<file path="config.mk">
export PLATFORM = sky130hd
export DESIGN_NAME = pc_unit
export DESIGN_NICKNAME = d
export VERILOG_FILES = /design/src/rtl/pc_pkg.sv /design/src/rtl/ras_stack.sv /design/src/rtl/pc_unit.sv
export SDC_FILE = /design/constraint.sdc
export NUM_CORES = 1
export LEC_CHECK = 0
export CAP_MARGIN = 15
export CORE_MARGIN = 2
export CORE_UTILIZATION = 54
export CTS_CLUSTER_DIAMETER = 80
export DETAILED_ROUTE_END_ITERATION = 8
export PLACE_DENSITY_LB_ADDON = 0.25
export SLEW_MARGIN = 20
export SYNTH_ARGS = -nofsm -noshare
export SYNTH_HDL_FRONTEND = slang
export SYNTH_SLANG_ARGS = --single-unit
</file>
<file path="constraint.sdc">
create_clock -name clk -period 3.14 [get_ports clk]
set_input_delay 0.785 -clock clk [delete_from_list [all_inputs] [get_ports clk]]
set_output_delay 0.785 -clock clk [all_outputs]
set_load 0.01 [all_outputs]
</file>
<file path="src/rtl/pc_pkg.sv">
`default_nettype none
// ============================================================================
//  Module      : pc_pkg
//  Description : Shared defaults and the next-PC source select type for the
//                program-counter unit and its return-address stack.
//  Revision    : 1.0 - initial release
// ============================================================================
package pc_pkg;

    // Default geometry: 16-bit PC, 2-byte instructions, 4-entry RAS
    localparam int unsigned c_DEF_WIDTH     = 16;
    localparam int unsigned c_DEF_INC       = 2;
    localparam int unsigned c_DEF_RAS_DEPTH = 4;

    // Which source feeds the PC register on the next edge
    typedef enum logic [1:0] {
        HOLD  = 2'd0,
        REDIR = 2'd1,
        RET   = 2'd2,
        SEQ   = 2'd3
    } npc_src_e;

endpackage : pc_pkg
`default_nettype wire

</file>
<file path="src/rtl/ras_stack.sv">
`default_nettype none
// ============================================================================
//  Module      : ras_stack
//  Description : Circular LIFO return-address stack. A push when full
//                overwrites the oldest entry and the count saturates. A pop
//                on an empty stack is ignored. Push wins if both are raised.
//  Revision    : 1.0 - initial release
// ============================================================================
module ras_stack
    import pc_pkg::*;
#(
    parameter int unsigned WIDTH = c_DEF_WIDTH,
    parameter int unsigned DEPTH = c_DEF_RAS_DEPTH
) (
    input  logic                     clk,
    input  logic                     rst,
    input  logic                     i_push,
    input  logic                     i_pop,
    input  logic [WIDTH-1:0]         i_push_data,
    output logic [WIDTH-1:0]         o_top,
    output logic [$clog2(DEPTH):0]   o_count,
    output logic                     o_full,
    output logic                     o_empty
);

    localparam int unsigned c_PTR_W = $clog2(DEPTH);
    localparam int unsigned c_CNT_W = c_PTR_W + 1;

    // The write pointer always names the next free slot; when full that slot
    // holds the oldest entry, so a push there gives the circular overwrite.
    logic [c_PTR_W-1:0] r_wr_ptr_q, w_wr_ptr_d;
    logic [c_CNT_W-1:0] r_count_q,  w_count_d;
    logic [c_PTR_W-1:0] w_top_idx;
    logic [WIDTH-1:0]   r_mem_q [DEPTH];

    assign w_top_idx = r_wr_ptr_q - c_PTR_W'(1);
    assign o_top     = r_mem_q[w_top_idx];
    assign o_count   = r_count_q;
    assign o_full    = (r_count_q == c_CNT_W'(DEPTH));
    assign o_empty   = (r_count_q == '0);

    // Next pointer/count from push or pop
    always_comb begin
        w_wr_ptr_d = r_wr_ptr_q;
        w_count_d  = r_count_q;
        if (i_push) begin
            w_wr_ptr_d = r_wr_ptr_q + c_PTR_W'(1);
            if (!o_full) begin
                w_count_d = r_count_q + c_CNT_W'(1);
            end
        end else if (i_pop && !o_empty) begin
            w_wr_ptr_d = w_top_idx;
            w_count_d  = r_count_q - c_CNT_W'(1);
        end
    end

    // Pointer and count registers; reset discards all entries
    always_ff @(posedge clk) begin
        if (rst) begin
            r_wr_ptr_q <= '0;
            r_count_q  <= '0;
        end else begin
            r_wr_ptr_q <= w_wr_ptr_d;
            r_count_q  <= w_count_d;
        end
    end

    // Entry storage; contents are left as-is on reset
    always_ff @(posedge clk) begin
        if (i_push) begin
            r_mem_q[r_wr_ptr_q] <= i_push_data;
        end
    end

endmodule : ras_stack
`default_nettype wire

</file>
<file path="src/rtl/pc_unit.sv">
`default_nettype none
// ============================================================================
//  Module      : pc_unit
//  Description : Registered program counter with stall, redirect, call/return
//                via a return-address stack, and sticky overflow/underflow.
//                Priority: rst > stall > redirect > ret > sequential.
//  Revision    : 1.0 - initial release
// ============================================================================
module pc_unit
    import pc_pkg::*;
#(
    parameter int unsigned      WIDTH     = c_DEF_WIDTH,
    parameter logic [WIDTH-1:0] RESET_VEC = '0,
    parameter int unsigned      INC       = c_DEF_INC,
    parameter int unsigned      RAS_DEPTH = c_DEF_RAS_DEPTH
) (
    input  logic                        clk,
    input  logic                        rst,
    input  logic                        stall,
    input  logic                        redirect,
    input  logic [WIDTH-1:0]            redirect_target,
    input  logic                        call,
    input  logic                        ret,
    output logic [WIDTH-1:0]            pc,
    output logic [WIDTH-1:0]            pc_next_seq,
    output logic [$clog2(RAS_DEPTH):0]  ras_count,
    output logic                        ras_empty,
    output logic                        ras_full,
    output logic                        ras_ovf,
    output logic                        ras_unf
);

    logic [WIDTH-1:0] r_pc_q,  w_pc_d;
    logic             r_ovf_q, w_ovf_d;
    logic             r_unf_q, w_unf_d;
    npc_src_e         w_src;
    logic             w_push;
    logic             w_pop;
    logic [WIDTH-1:0] w_ras_top;

    // Sequential address wraps naturally in WIDTH bits
    assign pc_next_seq = r_pc_q + WIDTH'(INC);
    assign pc          = r_pc_q;
    assign ras_ovf     = r_ovf_q;
    assign ras_unf     = r_unf_q;

    ras_stack #(
        .WIDTH (WIDTH),
        .DEPTH (RAS_DEPTH)
    ) u_ras (
        .clk         (clk),
        .rst         (rst),
        .i_push      (w_push),
        .i_pop       (w_pop),
        .i_push_data (pc_next_seq),
        .o_top       (w_ras_top),
        .o_count     (ras_count),
        .o_full      (ras_full),
        .o_empty     (ras_empty)
    );

    // Select next-PC source and derive stack operations and flag updates
    always_comb begin
        w_src   = SEQ;
        w_push  = 1'b0;
        w_pop   = 1'b0;
        w_ovf_d = r_ovf_q;
        w_unf_d = r_unf_q;
        w_pc_d  = pc_next_seq;
        if (stall) begin
            w_src = HOLD;
        end else if (redirect) begin
            w_src  = REDIR;
            w_push = call;
            if (call && ras_full) begin
                w_ovf_d = 1'b1;
            end
        end else if (ret) begin
            if (ras_empty) begin
                // Nothing to return to: fall through sequentially
                w_src   = SEQ;
                w_unf_d = 1'b1;
            end else begin
                w_src = RET;
                w_pop = 1'b1;
            end
        end
        case (w_src)
            HOLD:    w_pc_d = r_pc_q;
            REDIR:   w_pc_d = redirect_target;
            RET:     w_pc_d = w_ras_top;
            default: w_pc_d = pc_next_seq;
        endcase
    end

    // PC and sticky flag registers
    always_ff @(posedge clk) begin
        if (rst) begin
            r_pc_q  <= RESET_VEC;
            r_ovf_q <= 1'b0;
            r_unf_q <= 1'b0;
        end else begin
            r_pc_q  <= w_pc_d;
            r_ovf_q <= w_ovf_d;
            r_unf_q <= w_unf_d;
        end
    end

endmodule : pc_unit
`default_nettype wire

</file>
==> results.json, run 1 <==
{
  "hold_viol": 0,
  "die-height_um": 90.20,
  "finalClockSkew_ps": 8.399,
  "synthArstFlopShare_pct": 0,
  "grt_pass1_vias": 2755,
  "gp_congestion": 0.8803,
  "reg2reg_from": "u_ras.r_wr_ptr_q[1]$_SDFFE_PP0P_",
  "setup_viol": 0,
  "hp-class": "reg2reg",
  "path_class": "reg2out",
  "dpl_cell_area_mm2": 0.004720,
  "hold_buffers": 0,
  "grt_pass1_wl_um": 14630,
  "core_area_mm2": 0.007214,
  "status": "completed",
  "drv_slew": 0,
  "path_cells": "nand4_1, buf_4, nor4_1, xnor2_1, inv_1, clkdlybuf4s50_1",
  "io_buffer_count": 60,
  "grt_max_degree": 20,
  "fin_area_mm2": 0.004961,
  "synth.most_common_cell": "edfxtp_1",
  "use_met1_pct": 30.07,
  "cp_max_fo": 5,
  "synth_fp_nets": 307,
  "dp.final_hpwl_um": 5900,
  "die_area_mm2": 0.008136,
  "ys_seq_elements": 87,
  "synth_warnings": 0,
  "vias": 2692,
  "p_leak_uw": 0.001714,
  "layout-drive-gt1-share_pct": 20.06,
  "ant_nets": 0,
  "grt.overflow.total": 0,
  "grt_usage_pct": 23.52,
  "vias_per_cell": 5.878,
  "met2_usage_pct": 39.04,
  "drc": 0,
  "cts_num_sinks": 87,
  "synthFlopType": "edfxtp_1",
  "cts-root-buf": "clkbuf_8",
  "max_freq_mhz": 327.6,
  "slew_headroom_pct": 45.11,
  "critPathTopFamily": "buffers and inverters",
  "clk_pin_slew_ps": 90,
  "period_share_pct": 97.21,
  "pin_count": 61,
  "worst_slew_pin_slew_ps": 823.3,
  "yosys.area.top_type_share_pct": 47.90,
  "max_stage_delay_ps": 560,
  "synth_area_per_cell_um2": 14.38,
  "drt_iter0_markers": 221,
  "arrival_ps": 2270,
  "wirelength_um": 9164,
  "required_ps": 2350,
  "cp_num_buf_inv": 3,
  "cts-buffers-inserted": 9,
  "final_nets": 382,
  "synthTopCellsByArea": "edfxtp_1 (48%), dfxtp_1 (11%), mux4_2 (6.2%)",
  "rsz0062_at_grt": "yes",
  "dpl.cell_count": 439,
  "synthTopCellsByCount": "edfxtp_1 (64), dfxtp_1 (23), inv_1 (17), nand2_1 (16), a21oi_1 (13)",
  "cap_viol_max_count": 0,
  "antenna_found_initial": 0,
  "diodes": 0,
  "period_minus_slack_ps": 3052,
  "num-fill-cells": 538,
  "clock_path_buffers": 2,
  "initial_core_util_pct": 55.62,
  "fp.dieW_um": 90.20,
  "endpoint_kind": "primary output",
  "busiest_layer": "met2",
  "syn_inst": 279,
  "cts_tree": "done",
  "cts_max_level": 3,
  "insertion_delay_ps": 350,
  "synth_edf_count": 64,
  "use_met3_pct": 6.370,
  "dr.pass1.iters": 4,
  "p_per_area_mw_per_mm2": 502.8,
  "synth_area_mm2": 0.004013,
  "worstHoldStart": "ras_ovf$_SDFFE_PP0P_",
  "critPathLaunchType": "flop",
  "cp_slowest_cell": "clkdlybuf4s50_1",
  "synth_area_leader_cell": "edfxtp_1",
  "vdd.ir_drop.worst_uv": 316.6,
  "wl_per_cell_um": 20.01,
  "startpoint": "pc[5]$_SDFFE_PP0P_",
  "ys_seq_area_share_pct": 59.37,
  "layout.cells.non_filler": 458,
  "area_growth_pct": 23.64,
  "ys_types": 50,
  "fp-row-count": 31
}
## sequential cells by signal, summed over array words and instances, names as in the netlist
name,cells
pc,16
ras_ovf,1
u_ras.o_count,3
u_ras.r_wr_ptr_q,2
ras_unf,1
u_ras.r_mem_q,64
## metal layers
layer  share of wire (%)  up-vias
met2                  51       94
li1                    -     1221
met3                 6.3       16
met4                 1.6        0
met5                   0        -
met1                  42     1361
## logic make-up (layout without fill, tap and decap cells)
logic type      after synthesis  count (layout)  share of synthesized area, %
simple gates                 60              60                         8.357
xor+xnor                     12              12                         2.619
mux                          19              19                         10.26
buf+inv                      34             114                         5.394
fa+ha+maj                     6               6                         2.058
flops                        87              87                         59.37
compound gates               61              61                         11.94
## path summary, 6_finish.rpt
path | depth (start not counted) | to | slack [ps]
worst max-delay path | 6 | pc_next_seq[15] | 90
worst min-delay path | 2 | ras_ovf$_SDFFE_PP0P_ | 480
worst max register to register | 5 | pc[1]$_SDFFE_PP0P_ | 840
worst min register to register | 2 | ras_ovf$_SDFFE_PP0P_ | 480
## tightest hold or removal path, cell delays in order (launching register included)
cell	delay, ps
dfxtp_1	340
a21oi_1	40
nor2_1	70
## what timing repair did
action | CTS | global route
pin swaps | 2 | 1
buffers inserted | 2 | 1
gates resized for setup | 7 | 4
setup endpoints to repair | 4 | 5
## metrics by stage
step                      hold slack [ps]  setup slack [ps]  power, uW  util (%)  setup TNS, ps
after CTS                           482.7             32.70       2507     68.52              0
final                               479.7             87.60       2495     68.77              0
after floorplan                     504.5             745.5       1570         -              0
after detailed placement            461.3             289.8       1748     65.42              0
after global placement              448.2             309.8       1739     65.42              0
after global routing                523.7            -33.04       2595     68.77         -62.41
## cell usage in the layout, fill, tap and decap left out, types with 3 or more instances in the layout
| cell type | netlist | layout |
|---|---|---|
| edfxtp_1 | 64 | 64 |
| clkdlybuf4s50_1 | 0 | 58 |
| buf_4 | 1 | 21 |
| inv_1 | 17 | 17 |
| dfxtp_1 | 23 | 17 |
| nand2_1 | 16 | 16 |
| a21oi_1 | 13 | 13 |
| mux4_2 | 11 | 11 |
| o21a_1 | 9 | 9 |
| o21ai_0 | 9 | 9 |
| clkbuf_8 | 4 | 9 |
| nor2_1 | 8 | 8 |
| nand3_1 | 7 | 7 |
| xnor2_1 | 7 | 7 |
| o2bb2ai_1 | 6 | 6 |
| a221oi_2 | 6 | 6 |
| dfxtp_2 | 0 | 6 |
| nor3_1 | 5 | 5 |
| a221o_1 | 5 | 5 |
| mux4_1 | 5 | 5 |
| ha_1 | 5 | 5 |
| xor2_1 | 5 | 4 |
| and2_1 | 4 | 4 |
| a221oi_1 | 4 | 4 |
| or2_2 | 3 | 3 |
| nor2b_1 | 3 | 3 |
## area by class of cell
type | count | area, um^2 | share of cell area [%]
tap | 99 | 123.9 | 2.497
multi-input combinational | 158 | 1431 | 28.85
sequential | 87 | 2390 | 48.17
clock buffer | 9 | 123.9 | 2.497
clock inverter | 7 | 72.57 | 1.463
inverter | 17 | 63.81 | 1.286
timing repair buffer | 81 | 755.7 | 15.23
## report_power, final
group,switching [uW],leakage [uW],internal [uW],total (uW)
Clock,401,0.0000972,369,770
Combinational,203,0.000838,208,411
Sequential,32.8,0.000778,1280,1310
(Power assumes the default switching activity.)
==> inputs of run 2 (changes only) <==
--- a/config.mk
+++ b/config.mk
@@ -5,12 +5,14 @@
 export SDC_FILE = /design/constraint.sdc
 export NUM_CORES = 1
 export LEC_CHECK = 0
+export ABC_CLOCK_PERIOD_IN_PS = 3140
 export CAP_MARGIN = 15
 export CORE_MARGIN = 2
 export CORE_UTILIZATION = 54
 export CTS_CLUSTER_DIAMETER = 80
 export DETAILED_ROUTE_END_ITERATION = 8
 export PLACE_DENSITY_LB_ADDON = 0.25
+export SETUP_SLACK_MARGIN = 0.05
 export SLEW_MARGIN = 20
 export SYNTH_ARGS = -nofsm -noshare
 export SYNTH_HDL_FRONTEND = slang
==> results.json, run 2 (synthesized netlist as in run 1, its figures left out) <==
{
  "status": "completed",
  "wl_per_cell_um": 19.86,
  "wirelength_um": 9216,
  "vias_per_cell": 5.836,
  "final_common_cell": "edfxtp_1",
  "hold_buffers": 0,
  "ant_nets": 0,
  "final_cell_mix": "edfxtp_1 (64), clkdlybuf4s50_1 (55), buf_4 (26), dfxtp_1 (18)",
  "p_per_area_mw_per_mm2": 496.5,
  "final_nets": 388,
  "antenna_found_initial": 0,
  "fp-row-count": 31,
  "endpoint_kind": "primary output",
  "drv_slew": 0,
  "dp.final_hpwl_um": 5900,
  "core_area_mm2": 0.007214,
  "hp-class": "reg2reg",
  "grt.overflow.total": 0,
  "p_leak_uw": 0.001789,
  "period_share_pct": 96.14,
  "io_buffer_count": 60,
  "drc": 0,
  "fin_area_mm2": 0.005040,
  "diodes": 0,
  "grt_pass1_wl_um": 14630,
  "place_ws_ps": 289.8,
  "finalPower_uw": 2502,
  "dr.pass1.iters": 4,
  "initial_core_util_pct": 55.62,
  "cts_max_level": 3,
  "vdd.ir_drop.worst_uv": 317.1,
  "fin_util_pct": 69.86,
  "num-fill-cells": 531,
  "cp_max_fo": 5,
  "period_minus_slack_ps": 3019,
  "arrival_ps": 2230,
  "fp.dieW_um": 90.20,
  "pin_count": 61,
  "worst_slew_pin_slew_ps": 804.3,
  "clk_pin_slew_ps": 90,
  "ff_latch_area_mm2": 0.002394,
  "dpl_cell_area_mm2": 0.004720,
  "fin_hold_ws_ps": 479.3,
  "layout-drive-gt1-share_pct": 22.19,
  "cts-buffers-inserted": 9,
  "cap_viol_max_count": 0,
  "cts_tree": "done",
  "clock_path_buffers": 2,
  "die_area_mm2": 0.008136,
  "slew_headroom_pct": 46.38,
  "grt_max_degree": 20,
  "setup_ws_ps": 121.1,
  "critPathLaunchType": "flop",
  "grt_usage_pct": 23.50,
  "path_class": "reg2out",
  "area_growth_pct": 25.60,
  "die-height_um": 90.20,
  "grt_pass1_vias": 2753,
  "setup_viol": 0,
  "rsz0062_at_grt": "yes",
  "multiInputGateArea_mm2": 0.001450,
  "cts_num_sinks": 87,
  "drt_iter0_markers": 210,
  "gp_congestion": 0.8803,
  "top_register": "u_ras.r_mem_q",
  "vias": 2708,
  "largest_reg_flops": 64,
  "max_freq_mhz": 331.3,
  "hold_viol": 0,
  "required_ps": 2350,
  "insertion_delay_ps": 350,
  "finalClockSkew_ps": 9.102,
  "cts-root-buf": "clkbuf_8"
}
-- run 2: cell types whose count changed in the layout (fill, tap and decap cells not counted), sizes merged --
| cell | delta |
|---|---|
| dlymetal6s2s | +3 |
| clkdlybuf4s50 | -3 |
| buf | +6 |
-- run 2: worst paths after layout --
check	startpoint	end	slack (ps)	depth (start not counted)
setup reg to reg	u_ras.r_wr_ptr_q[1]$_SDFFE_PP0P_	pc[1]$_SDFFE_PP0P_	830	5
setup / recovery	pc[5]$_SDFFE_PP0P_	pc_next_seq[14]	120	6
hold reg to reg	ras_ovf$_SDFFE_PP0P_	ras_ovf$_SDFFE_PP0P_	480	2
hold / removal	ras_ovf$_SDFFE_PP0P_	ras_ovf$_SDFFE_PP0P_	480	2
-- run 2: area by class of cell --
class / instances / share of cell area [%]
repair buffers: 87 / 16.11
inverters: 17 / 1.266
well taps: 99 / 2.458
multi-input cells: 158 / 28.77
flip-flops and latches: 87 / 47.49
clock inverters: 7 / 1.440
clock buffers: 9 / 2.458
-- run 2: where the power goes --
part | total (uW) | switching, uW | internal (uW) | leakage (uW)
registers | 1310 | 33.4 | 1280 | 0.000779
logic | 419 | 205 | 214 | 0.000913
clock network | 770 | 401 | 369 | 0.0000972
-- run 2: critical path, cell delays in order (launching register included) --
cell	delay (ps)
dfxtp_4	380
nand4_1	190
buf_4	220
nor4_2	280
xnor2_1	190
inv_1	120
clkdlybuf4s50_1	490
-- run 2: through the flow --
stage          TNS, ps  instances
6_report             0        464
3_3_place_gp         0        439
4_1_cts              0        458
2_1_floorplan        0        279
5_1_grt         -35.48        464
3_5_place_dp         0        439
-- run 2: what timing repair did --
action / in CTS / in global routing
resized for setup: 7 / 13
setup buffers: 3 / 6
pin swaps: 2 / 3
setup endpoints to repair: 6 / 6
gates cloned: 0 / 0
-- run 2: layer usage --
metal | vias up | track usage [%] | wire length (um) | part of all wire [%]
li1 | 1234 | - | - | -
met4 | 0 | 8.077 | 131 | 1.4
met2 | 94 | 39.04 | 4662 | 51
met5 | - | 0 | 0 | 0
met3 | 14 | 6.370 | 597 | 6.5
met1 | 1366 | 29.99 | 3824 | 41
==> RTL change 1, RTL diff (config.mk and constraints of run 2) <==
Reset style: asynchronous (`rst`), changed in 2 clocked blocks.
--- a/src/rtl/ras_stack.sv
+++ b/src/rtl/ras_stack.sv
@@ -56,5 +56,5 @@
 
     // Pointer and count registers; reset discards all entries
-    always_ff @(posedge clk) begin
+    always_ff @(posedge clk or posedge rst) begin
         if (rst) begin
             r_wr_ptr_q <= '0;
--- a/src/rtl/pc_unit.sv
+++ b/src/rtl/pc_unit.sv
@@ -95,5 +95,5 @@
 
     // PC and sticky flag registers
-    always_ff @(posedge clk) begin
+    always_ff @(posedge clk or posedge rst) begin
         if (rst) begin
             r_pc_q  <= RESET_VEC;
Formal check against the unedited RTL: differs if rst is asserted again (counterexample within 4 cycles, from zero or initial values and one cycle with rst high); with rst held inactive, the same outputs for 10 cycles.
==> RTL change 1 against run 2 <==
- area after synthesis shrank 3.0%
- final area fell by 0.94%
- worst hold slack lost 0.014 ns
- first-iteration DRC count increased by 1.4%
- sequential cell count did not move
- setup slack worse by 0.081 ns
- maximum frequency is 2.6% lower
- wire length shrank 4.3%
- count of clock-buffer cells in the layout is 2 higher
- highest routed layer unchanged
Power is not compared: it rests on default switching activity, and its combinational part moved more than twofold at a synthesized area within 25%.
==> RTL change 1: results (changes against run 2) <==
Die
The x dimension of the die came to 88.9 um (-1.5%).

Placed design
The instance area after placement came to 4650 sq um (-1.5%). The post-place setup slack is 0.176 ns (-0.113 ns). The half-perimeter wire length after placement is 5880 um (-0.41%).

The cell count after placement was 416 (-5.2%).

STA
The actual slew at the worst max-slew pin is 0.597 ns (-0.207 ns). The final worst clock skew came to 0.0112 ns (+0.00213 ns).

Synth
The mean cell area of the mapped netlist is 15.1 sq um (+4.9%). In the post-synthesis netlist, the biggest area contributors are edfxtp_1, dfrtp_1, mux4_2. Sorting the synthesized cells by how often they occur yields edfxtp_1, dfrtp_1, mux4_2. The synthesized net count is 286 (-6.8%).

Worst hold path
The hold path startpoint is ras_unf$_DFFE_PP0P_.

Layout
The summed area of non-filler cells in the final layout is 4990 sq um (-0.94%). The layout cell share with drive strength beyond 1 is 0.219 (-0.00326). The final layout net count came to 366 (-5.7%). The number of ordinary inverters in the final layout came to 13 (-4).

The sequential fraction of total cell area is 0.501 (+0.0263).

Route
The DRC violation total after the first TritonRoute iteration is 213 (+1.4%). The number of iterations in the first detailed-routing pass is 5 (+1). The routed wire length on met2 is 4470 um (-4.1%).

The detailed-route vias per instance is 5.81 (-0.47%).

Global routing
The global routing usage on met3 is 0.0452 (-0.0185). The combined global-route utilization of all metal layers is 0.242 (+0.00653). The via count of the first global-routing pass was 2555 (-7.2%). The met2 track demand over resource is 0.389 (-0.00161).

Run status
The flow ran to the end, and the final reports show no timing, DRC or antenna violations.

Critical path
The worst register-to-register path begins at u_ras.r_wr_ptr_q[1]$_DFFE_PP0P_.
-- RTL change 1: changes by cell type after synthesis, sizes merged, moves of 6 or more --
cell / change
a22oi: +8
dfxtp: -23
a221oi: -9
o21a: -9
o2bb2ai: -6
xnor2: +7
dfrtp: +23
o21ai: -8
-- RTL change 1: path summary, 6_finish.rpt --
kind	to	slack (ns)	cells past startpoint
hold reg to reg	ras_unf$_DFFE_PP0P_	0.47	1
setup reg to reg	pc[14]$_DFFE_PP0P_	0.81	7
max in group asynchronous	pc[5]$_DFFE_PP0P_	2.09	3
setup / recovery	pc_next_seq[11]	0.04	5
min in group asynchronous	u_ras.o_count[0]$_DFFE_PP0P_	0.79	3
hold / removal	ras_unf$_DFFE_PP0P_	0.47	1
-- RTL change 1: cell families (layout without fill, tap and decap cells) --
group                      count (synthesis)  count (layout)  share of synthesized area
DFF                                       87              87                      0.642
AOI/OAI and AO/OA                         52              52                     0.0981
and+or+nand+nor                           52              52                     0.0714
buffers and inverters                     28             113                     0.0360
muxes                                     17              17                     0.0955
xor gates and xnor gates                  16              16                     0.0360
adders and majority gates                  6               6                     0.0212
-- RTL change 1: worst reg2reg max path, cell delays in order, from the launching register on --
cell and delay (ns):
dfrtp_1 0.41, inv_1 0.08, ha_1 0.67, buf_4 0.29
mux4_2 0.31, a22oi_1 0.21, o31a_1 0.17, o22ai_1 0.07
-- RTL change 1: power by group through the flow --
stage               sequential, mW  combinational, mW  clock, mW
floorplan                     1.64              0.845          0
global placement              1.62               1.45          0
detailed placement            1.62               1.47          0
CTS                           1.60               1.51      0.849
global route                  1.63               1.65      0.895
finish                        1.60               1.52      0.837
-- RTL change 1: timing repair --
action | 4_1_cts | 5_1_grt
setup buffers | 4 | 3
hold buffers | 0 | 0
setup endpoints to repair | 9 | 6
pin swaps | 4 | 4
resized for setup | 12 | 7
==> RTL change 2, RTL diff (settings of run 2) <==
Made on the original files. Set the package constant `c_DEF_WIDTH` to 24 (it was 16).
--- a/src/rtl/pc_pkg.sv
+++ b/src/rtl/pc_pkg.sv
@@ -9,5 +9,5 @@
 
     // Default geometry: 16-bit PC, 2-byte instructions, 4-entry RAS
-    localparam int unsigned c_DEF_WIDTH     = 16;
+    localparam int unsigned c_DEF_WIDTH     = 24;
     localparam int unsigned c_DEF_INC       = 2;
     localparam int unsigned c_DEF_RAS_DEPTH = 4;
Interface: changed (resized pc, pc_next_seq and redirect_target); port bits go from 61 to 85. No check against the original RTL was run, so the function may have changed too.
==> RTL change 2 against run 2 <==
- global-route usage grew 4.2 points
- highest routed layer unchanged
- final area rose by 57%
- critical path depth unchanged
- power grew 75%
- worst hold slack better by 0.0035 ns
- via count is 59% higher
- area after synthesis is 44% higher
- wire length is 64% higher
- sequential cell count up 40
- combinational power rose by 45%
- setup slack got worse by 0.038 ns
==> RTL change 2: results (changes against run 2) <==
Route
The detailed-route vias per instance was 6.20 (+6.3%). The met3 routed wirelength came to 1090 um (+83%). The number of iterations in the first detailed-routing pass was 6 (+2).

Placed design
The count of buffers inserted at the top-level ports is 84 (+40%). The post-place setup slack is 0.128 ns (-0.162 ns). The final weighted congestion in routability-driven placement came to 0.877 (-0.42%). The instance area after placement is 6960 sq um (+48%).

The half-perimeter wire length after placement came to 9460 um (+60%).

Run status
The flow ran to the end, and the final reports show no timing, DRC or antenna violations.

Global routing
The largest net degree at the start of global routing is 47 (+140%). The fraction of met1 tracks used by global routing is 0.360 (+0.0600). The combined global-route utilization of all metal layers is 0.277 (+0.0422). The met2 track demand over resource is 0.450 (+0.0598).

The global-route wire length before repair was 23500 um (+60%). The global routing usage on met3 came to 0.0678 (+0.00409).

Power
The static leakage was 2.96 nW (+65%). The worst IR drop on VDD came to 0.647 mV (+100%).

Synth
The number of enable flip-flop cells after synthesis is 96 (+50%). The part of the Yosys area used for sequential elements is 0.604 (+0.0105). The XOR/XNOR share of the synthesized area came to 0.0363 (+0.0101). The synthesized-area fraction occupied by ao, oa, aoi and oai cells is 0.109 (-0.0109). The proportion of synthesized area in mux cells is 0.105 (+0.00250). The mean cell area of the mapped netlist is 14.2 sq um (-0.95%). The count of unique library cells instantiated by Yosys is 58 (+16%). The adder and majority cell fraction of the synthesized area is 0.0142 (-0.00634). Ranked by total cell area, the synthesized netlist is headed by edfxtp_1, dfxtp_1, mux4_1.

Layout
The flip-flop count of the largest register, all copies and words added is 96 (+50%). The final layout net count is 580 (+49%). The final non-filler cell total is 693 (+49%). The layout cell share with drive strength beyond 1 was 0.284 (+0.0617).

CTS
The depth of the CTS H-tree is 4 (+1). The number of buffers inserted during clock tree synthesis was 17 (+8). The clock-pin transition on the worst setup and hold timing paths is 0.06 ns (-0.03 ns).

STA
The final critical path time including I/O delays and setup is 3.06 ns (+0.0384 ns). The final worst clock skew is 0.00918 ns (+0.0000785 ns). The actual slew at the worst max-slew pin is 0.511 ns (-0.294 ns).

Critical path
For this design, the slowest cell found on the critical path is dfxtp_2. The reg-to-reg setup timing slack was 0.79 ns (-0.04 ns). The largest fanout on the critical path is 6 (+1). The highest cell delay on the worst timing path was 0.40 ns (-0.09 ns). The arrival time at the worst endpoint was 2.27 ns (+0.04 ns).
RTL change 2: cell count changes in the layout (fill, tap and decap cells not counted), moves of 9 or more:
cell,run 2,this run
a221oi_1,4,18
buf_4,26,60
clkbuf_16,0,16
clkdlybuf4s50_1,55,67
edfxtp_1,64,96
nor2_1,8,17
xnor2_2,0,13
RTL change 2: timing repair:
action | in CTS | in global routing
buffers inserted | 10 | 8
resized for setup | 48 | 24
endpoints found under the setup margin | 19 | 14
pin swaps | 11 | 9
RTL change 2: cell type report:
cell class,instances,area (sq um)
clock buffer,18,418
clock inverter,14,144
fill,641,2480
inverter,21,78.8
multi-input combinational,233,2280
sequential,127,3520
tap,136,170
timing repair buffer,144,1280
RTL change 2: power by group:
group | switching (mW) | internal, mW | total [mW] | leakage [nW]
logic | 0.302 | 0.307 | 0.608 | 1.55
clock network | 0.732 | 1.13 | 1.86 | 0.265
registers | 0.0401 | 1.87 | 1.91 | 1.14
